==> src/rtl/fwd_pkg.sv <==
// Shared types and encodings for the EX-stage forwarding / hazard unit.
// Slot records describe the producer held in each downstream stage.
package fwd_pkg;

    localparam int REG_AW_DEF = 5;

    localparam logic [1:0] SEL_RF    = 2'b00;
    localparam logic [1:0] SEL_WB    = 2'b01;
    localparam logic [1:0] SEL_EXMEM = 2'b10;

    // Destination side of an in-flight instruction.
    typedef struct packed {
        logic                  valid;
        logic [REG_AW_DEF-1:0] rd;
        logic                  regwrite;
    } dst_t;

    // Pipe slot: destination plus the load flag.
    typedef struct packed {
        dst_t dst;
        logic memread;
    } slot_t;

    // A producer matches a source only if it is real, writes, and is not x0.
    function automatic logic dst_hit(
        input dst_t                  d,
        input logic [REG_AW_DEF-1:0] rs
    );
        return d.valid & d.regwrite & (d.rd != '0) & (d.rd == rs);
    endfunction

endpackage

==> src/rtl/fwd_sel_calc.sv <==
// Priority comparator for one EX operand: the newest producer wins.
// A load sitting in EX is never a forwarding source.
module fwd_sel_calc
    import fwd_pkg::*;
(
    input  logic [REG_AW_DEF-1:0] i_rs,
    input  logic                  i_use,
    input  slot_t                 i_ex,
    input  dst_t                  i_mem,
    output logic [1:0]            o_sel
);

    logic w_ex_hit;
    logic w_mem_hit;

    assign w_ex_hit  = i_use & dst_hit(i_ex.dst, i_rs) & ~i_ex.memread;
    assign w_mem_hit = i_use & dst_hit(i_mem, i_rs);

    // Pick the source for this operand, EX/MEM before WB.
    always_comb begin
        o_sel = SEL_RF;
        if (w_ex_hit) begin
            o_sel = SEL_EXMEM;
        end else if (w_mem_hit) begin
            o_sel = SEL_WB;
        end
    end

endmodule

==> src/rtl/fwd_hazard_ctrl.sv <==
// Forwarding select and load-use stall control between ID and EX.
// Tracks the EX and MEM producers; WB is covered by write-before-read.
module fwd_hazard_ctrl
    import fwd_pkg::*;
#(
    parameter int REG_AW = REG_AW_DEF,
    parameter int CNT_W  = 32
) (
    input  logic              clk,
    input  logic              rst_n,
    input  logic              id_valid,
    input  logic [REG_AW-1:0] id_rs1,
    input  logic [REG_AW-1:0] id_rs2,
    input  logic              id_use_rs1,
    input  logic              id_use_rs2,
    input  logic [REG_AW-1:0] id_rd,
    input  logic              id_regwrite,
    input  logic              id_memread,
    input  logic              flush,
    output logic              stall,
    output logic              ex_valid,
    output logic [1:0]        sel_a,
    output logic [1:0]        sel_b,
    output logic [CNT_W-1:0]  stall_cnt
);

    if (REG_AW != REG_AW_DEF) begin : g_aw_chk
        $error("REG_AW must equal fwd_pkg::REG_AW_DEF");
    end

    slot_t             r_ex;
    dst_t              r_mem;
    logic [1:0]        r_sel_a;
    logic [1:0]        r_sel_b;
    logic [CNT_W-1:0]  r_stall_cnt;

    slot_t             w_id;
    logic [1:0]        w_sel_a;
    logic [1:0]        w_sel_b;
    logic              w_ld_use;
    logic              w_stall;

    assign w_id.dst.valid    = id_valid;
    assign w_id.dst.rd       = id_rd;
    assign w_id.dst.regwrite = id_regwrite;
    assign w_id.memread      = id_memread;

    assign w_ld_use = r_ex.memread &
                      ((id_use_rs1 & dst_hit(r_ex.dst, id_rs1)) |
                       (id_use_rs2 & dst_hit(r_ex.dst, id_rs2)));

    // A taken branch kills the consumer, so it never waits.
    assign w_stall = id_valid & w_ld_use & ~flush;

    fwd_sel_calc u_sel_a (
        .i_rs  (id_rs1),
        .i_use (id_use_rs1),
        .i_ex  (r_ex),
        .i_mem (r_mem),
        .o_sel (w_sel_a)
    );

    fwd_sel_calc u_sel_b (
        .i_rs  (id_rs2),
        .i_use (id_use_rs2),
        .i_ex  (r_ex),
        .i_mem (r_mem),
        .o_sel (w_sel_b)
    );

    // Advance the tracking slots; EX takes ID or a bubble.
    always_ff @(posedge clk or negedge rst_n) begin
        if (!rst_n) begin
            r_ex    <= '0;
            r_mem   <= '0;
            r_sel_a <= SEL_RF;
            r_sel_b <= SEL_RF;
        end else begin
            r_mem <= r_ex.dst;
            if (flush || w_stall) begin
                r_ex    <= '0;
                r_sel_a <= SEL_RF;
                r_sel_b <= SEL_RF;
            end else begin
                r_ex    <= w_id;
                r_sel_a <= w_sel_a;
                r_sel_b <= w_sel_b;
            end
        end
    end

    // Count load-use stall cycles, holding at all-ones.
    always_ff @(posedge clk or negedge rst_n) begin
        if (!rst_n) begin
            r_stall_cnt <= '0;
        end else if (w_stall && (r_stall_cnt != '1)) begin
            r_stall_cnt <= r_stall_cnt + CNT_W'(1);
        end
    end

    assign stall     = w_stall;
    assign ex_valid  = r_ex.dst.valid;
    assign sel_a     = r_sel_a;
    assign sel_b     = r_sel_b;
    assign stall_cnt = r_stall_cnt;

endmodule

==> config.mk <==
export PLATFORM = sky130hd
export DESIGN_NAME = fwd_hazard_ctrl
export DESIGN_NICKNAME = d
export VERILOG_FILES = /design/src/rtl/fwd_pkg.sv /design/src/rtl/fwd_sel_calc.sv /design/src/rtl/fwd_hazard_ctrl.sv
export SDC_FILE = /design/constraint.sdc
export NUM_CORES = 1
export LEC_CHECK = 0
export BUFFER_PORTS_ARGS = -buffer_cell sky130_fd_sc_hd__clkbuf_2
export CAP_MARGIN = 20
export CORE_UTILIZATION = 35
export CTS_BUF_LIST = sky130_fd_sc_hd__clkbuf_8
export CTS_CLUSTER_SIZE = 40
export DETAILED_ROUTE_END_ITERATION = 16
export PLACE_DENSITY = 0.64
export SYNTH_ARGS = -nofsm -noshare
export SYNTH_HDL_FRONTEND = slang
export SYNTH_HIERARCHICAL = 1
export SYNTH_SLANG_ARGS = --single-unit
==> constraint.sdc <==
create_clock -name clk -period 3.4 [get_ports clk]
set_input_delay 0.17 -clock clk [delete_from_list [all_inputs] [get_ports clk]]
set_output_delay 0.17 -clock clk [all_outputs]
set_load 0.05 [all_outputs]
=== Word level (Yosys, flattened, before mapping) ===
Index checks and enable logic that the tools add are counted.

* ROM bits: 0
* Bits in latches: 0
* Memory bits (writable): 0
* Memories: 0
* Output and inout bits: 38
* Logic and storage cells: 47
* Register bits: 51

* Multipliers: 0
* Divide/modulo/power cells: 0
* Bitwise operators: 20
* Reduce and logical (&&, ||, !) cells: 4
* Mux-type cells: 7
* Shifts and indexed selects: 0
* Add/sub/neg operators: 1
* $lt $le $gt $ge: 0
* Equality and inequality tests: 5

{| class="wikitable"
|+ Operator list
! kind !! count
|-
| $add A32 B1 Y32 const B || 1
|-
| $ne A32 B32 Y1 const B || 1
|-
| $eq A5 B5 Y1 || 4
|-
| $and A1 B1 Y1 || 17
|-
| $reduce_bool A5 Y1 || 2
|-
| $mux W2 || 4
|-
| $mux W8 || 1
|-
| $mux W1 || 2
|-
| $not A1 Y1 || 2
|-
| $logic_and A1 B1 Y1 || 1
|-
| $logic_or A1 B1 Y1 || 1
|-
| $or A1 B1 Y1 || 1
|}

=== Logic depth before layout (Yosys ltp) ===
* Word-level depth: 10
* Mapped depth: 9
* Gate-level depth less buffers: 7

=== Cells and area by module ===
Netlist, hierarchy kept.

{| class="wikitable"
|+ By module, submodules not included
! module !! sequential area each (µm²) !! area an instance (µm²) !! cells an instance !! instances
|-
| fwd_hazard_ctrl || 1276.2 || 2265.9 || 194 || 1
|-
| fwd_sel_calc || 0.0 || 172.7 || 25 || 2
|}

=== Least setup slack after synthesis ===
No wires, ideal clock.

* Path kind: reg2reg
* Start: reg r_stall_cnt[0], in the netlist stall_cnt[0]
* End: reg r_stall_cnt[5], in the netlist stall_cnt[5]
* Slack: 1.066 ns
* Data required time: 3.258 ns
* Buffers on the path: 2
* Cell stages (with the launch flop): 10
* Arrival time: 2.192 ns
* Cells stage by stage: dfrtp_1 ha_1 nand3_1 nor4_4 nand3_2 and3_1 buf_6 buf_8 nand4_1 xnor2_1

* Longest elaborated chain between the ends: 2
* Elaborated cells between the ends (all ways): 3

{| class="wikitable"
|+ Ends and longest elaborated chain
! element !! line !! RTL
|-
| start, declared || fwd_hazard_ctrl.sv:35 || <nowiki>logic [CNT_W-1:0] r_stall_cnt;</nowiki>
|-
| start signal, assigned || fwd_hazard_ctrl.sv:97 || <nowiki>r_stall_cnt <= r_stall_cnt + CNT_W'(1);</nowiki>
|-
| branches (longest 2 deep; another with $add A32 B1 Y32) || n/a ||
|}

Parallel ways; which one is timed is not known.
A chain may end at the register's enable or synchronous reset.

=== Worst setup path after layout ===
* Start: reg r_ex[2] (netlist bit)
* End: reg r_stall_cnt[1], in the netlist stall_cnt[1]

* Longest elaborated chain between the ends: 9
* Elaborated cells between the ends (all ways): 13

{| class="wikitable"
|+ Ends and longest elaborated chain
! element !! line !! RTL
|-
| start, declared || fwd_hazard_ctrl.sv:31 || <nowiki>slot_t r_ex;</nowiki>
|-
| start signal, assigned || fwd_hazard_ctrl.sv:85 || <nowiki>r_ex <= w_id;</nowiki>
|-
| $reduce_bool A5 Y1 || fwd_pkg.sv:29 || <nowiki>return d.valid & d.regwrite & (d.rd != '0) & (d.rd == rs);</nowiki>
|-
| $and A1 B1 Y1 (2 in series) || fwd_pkg.sv:29 ||
|-
| $and A1 B1 Y1 (on tied branches) || fwd_hazard_ctrl.sv:49, fwd_hazard_ctrl.sv:50 ||
|-
| $or A1 B1 Y1 (*) || fwd_hazard_ctrl.sv:49 || <nowiki>((id_use_rs1 & dst_hit(r_ex.dst, id_rs1)) |</nowiki>
|-
| $and A1 B1 Y1 (*) || fwd_hazard_ctrl.sv:48 || <nowiki>assign w_ld_use = r_ex.memread &</nowiki>
|-
| $and A1 B1 Y1 (*) (2 in series) || fwd_hazard_ctrl.sv:53 || <nowiki>assign w_stall = id_valid & w_ld_use & ~flush;</nowiki>
|-
| $logic_and A1 B1 Y1 (*) || fwd_hazard_ctrl.sv:96 || <nowiki>end else if (w_stall && (r_stall_cnt != '1)) begin</nowiki>
|}

Every way passes the cells marked *; elsewhere a longest branch is shown, timed or not.

==> out/metrics.json <==
{
  "fp.dieArea_mm2": 0.007810,
  "drt-pass1-iter-count": 4,
  "timing.setup.critical_path_class": "flop to flop",
  "syn_nets": 268,
  "max_clock_buf_depth": 2,
  "area_growth_pct": 19.50,
  "cts_setup_buffers": 0,
  "overflow": 0,
  "synth_area_mm2": 0.002611,
  "timing.clock.skew_ns": 0.006708,
  "n_fill_cell": 723,
  "max-cap-violations": 0,
  "setup_viol": 0,
  "synth_edf_count": 0,
  "synthCells": 244,
  "worst_slew_pin_slew_ns": 0.6897,
  "hold_viol_final": 0,
  "yosys-top-cells-count": "sky130_fd_sc_hd__dfrtp_1 (51), sky130_fd_sc_hd__xnor2_1 (41), sky130_fd_sc_hd__nand4_1 (20)",
  "grt_max_degree": 29,
  "post_synth.cell_area_avg_um2": 10.70,
  "floorplan.die.height_um": 88.38,
  "power-per-cell-area_mw_per_mm2": 366.3,
  "first_iter_violations": 44,
  "cts_sinks": 51,
  "synth.top_cell.area_share_pct": 48.87,
  "placementRows": 31,
  "tritoncts_clock_tree": "yes",
  "global_route.usage.total_pct": 16.31,
  "setup.reg_to_reg.worst_slack_ns": 1.06,
  "first_global_vias": 2037,
  "drive_above_1_share_pct": 25.57,
  "crit_required_ns": 3.60,
  "setup_total_negative_slack_ns": 0,
  "status": "finished clean",
  "initial_core_utilization_pct": 36.19,
  "vias_per_cell": 5.034,
  "final.min_clock_period_ns": 2.338,
  "hpwl_um": 4429,
  "startpoint_type": "flop",
  "hold_path.class": "input port to flop",
  "cts_resized": 0,
  "max-slew-margin-rel_pct": 54.02,
  "path_clk_slew_ns": 0.10,
  "synth.ff_latch_count": 51,
  "wl_per_cell_um": 14.31,
  "synth_cell_type_count": 35,
  "clock-root-buffer": "sky130_fd_sc_hd__clkbuf_8",
  "insertion_delay_ns": 0.31,
  "boundaryPins": 61,
  "yosysWarningCount": 6,
  "synth_sequential_area_ratio_pct": 48.87,
  "tritoncts.num_buffers": 5,
  "synth_flop_cell": "sky130_fd_sc_hd__dfrtp_1",
  "io_buffers": 60,
  "drt_wl_total_um": 5837,
  "max_clock_freq_mhz": 427.8,
  "routabilityCongestion": 0.8266,
  "timing_max_transition_violations_final": 0,
  "detailroute.via_count": 2054,
  "fp.coreArea_mm2": 0.007214,
  "synthMostInstantiatedCell": "sky130_fd_sc_hd__dfrtp_1",
  "grt_antenna_before_repair": 0,
  "drc": 0,
  "die_w_um": 88.38,
  "synth_area_leader_cell": "sky130_fd_sc_hd__dfrtp_1",
  "grt_pass1_wl_um": 9666,
  "synth.top_cells.by_area": "sky130_fd_sc_hd__dfrtp_1 (49%), sky130_fd_sc_hd__xnor2_1 (14%), sky130_fd_sc_hd__nand4_1 (4.8%)",
  "critPathArrivalTime_ns": 2.53,
  "power.leakage_nw": 1.468,
  "rsz0062_at_grt": "false",
  "h-tree-depth": 2,
  "async_flop_share_pct": 100.0,
  "period_share_pct": 68.76,
  "critical_path.endpoint_type": "flop",
  "post_cts_hold_buffer_count": 1,
  "insertedDiodeCount": 0,
  "detail-route-antenna-nets": 0,
  "irDropWorstVdd_uv": 182.7,
  "critical_path.max_fanout": 17,
  "report.power.total_mw": 1.143,
  "finalNetCount": 332
}
-- flip-flops by register name, summed over array words and instances (netlist names) --
name       flops
r_mem          7
stall_cnt     32
sel_b          2
sel_a          2
r_ex           7
ex_valid       1
-- routing by layer --
layer | GRT usage [%] | vias up | part of all wire, %
li1 | - | 989 | -
met1 | 20.01 | 1004 | 45
met3 | 4.571 | 9 | 3.8
met2 | 28.32 | 52 | 50
met5 | 0 | - | 0
met4 | 4.106 | 0 | 1.2
-- final cells by class --
| type | count | area [um^2] | area share (%) |
|---|---|---|---|
| inverters | 8 | 30.03 | 0.9623 |
| clock buffers | 5 | 68.82 | 2.205 |
| clock inverters | 3 | 43.79 | 1.403 |
| multi-input cells | 180 | 1260 | 40.38 |
| flip-flops and latches | 51 | 1276 | 40.90 |
| repair buffers | 62 | 317.8 | 10.18 |
| well taps | 99 | 123.9 | 3.970 |
-- worst max-delay path, cell delays in order, from the launching register on --
cell,delay [ns]
sky130_fd_sc_hd__dfrtp_1,0.51
sky130_fd_sc_hd__xnor2_1,0.23
sky130_fd_sc_hd__nand4_1,0.12
sky130_fd_sc_hd__o22ai_1,0.35
sky130_fd_sc_hd__and3_1,0.62
sky130_fd_sc_hd__mux2_2,0.40
-- cell families after synthesis --
| logic type | after synthesis | synth area share, % |
|---|---|---|
| buf+inv | 13 | 2.874 |
| simple gates | 109 | 24.92 |
| xor+xnor | 53 | 17.78 |
| mux | 1 | 0.4312 |
| compound gates | 16 | 4.648 |
| flops | 51 | 48.87 |
| fa+ha+maj | 1 | 0.4791 |
-- metrics by stage --
stage	setup WS (ns)	cells	utilization, %	instance area (um^2)	hold slack [ns]
after floorplan	1.066	244	-	2611	-0.1256
after global placement	1.140	399	41.55	2998	0.2532
after detailed placement	1.068	399	41.55	2998	0.2520
after CTS	1.054	408	43.25	3120	0.05516
after global routing	0.8439	408	43.25	3120	0.05416
final	1.062	408	43.25	3120	0.06082
-- report_power, final --
group | switching (mW) | internal (mW)
clock | 0.209 | 0.219
combinational | 0.0475 | 0.0371
sequential | 0.0151 | 0.615
-- placed cells by master, fill, tap and decap left out, drive strengths merged --
cell type | synthesis | routed
xnor2 | 41 | 41
nor2b | 1 | 1
nand2 | 14 | 14
o2111ai | 2 | 2
o22ai | 3 | 3
and4 | 3 | 3
dlygate4sd3 | 0 | 1
nand2b | 2 | 2
or3 | 1 | 1
dfrtp | 51 | 51
mux2 | 1 | 1
or4 | 1 | 1
buf | 4 | 1
o211a | 2 | 2
a2111oi | 2 | 2
xor2 | 12 | 12
clkbuf | 1 | 65
and3 | 5 | 5
nor4 | 8 | 8
nor2 | 11 | 11
and2 | 14 | 14
a21oi | 4 | 4
ha | 1 | 1
nor3 | 12 | 12
nand3 | 14 | 14
o21ai | 3 | 3
nand4b | 3 | 3
bufinv | 0 | 1
nand4 | 20 | 20
clkinv | 0 | 2
inv | 8 | 8
-- final timing paths --
| check | to | start | cells after the start |
|---|---|---|---|
| min in group asynchronous | r_ex[5] | rst_n | 2 |
| min | r_ex[0] | id_memread | 2 |
| max reg2reg | stall_cnt[1] | r_ex[2] | 5 |
| max in group asynchronous | stall_cnt[29] | rst_n | 3 |
| max | stall_cnt[1] | r_ex[2] | 5 |
| min reg2reg | r_mem[0] | r_ex[1] | 0 |
Power figures use the tool's default switching activity.
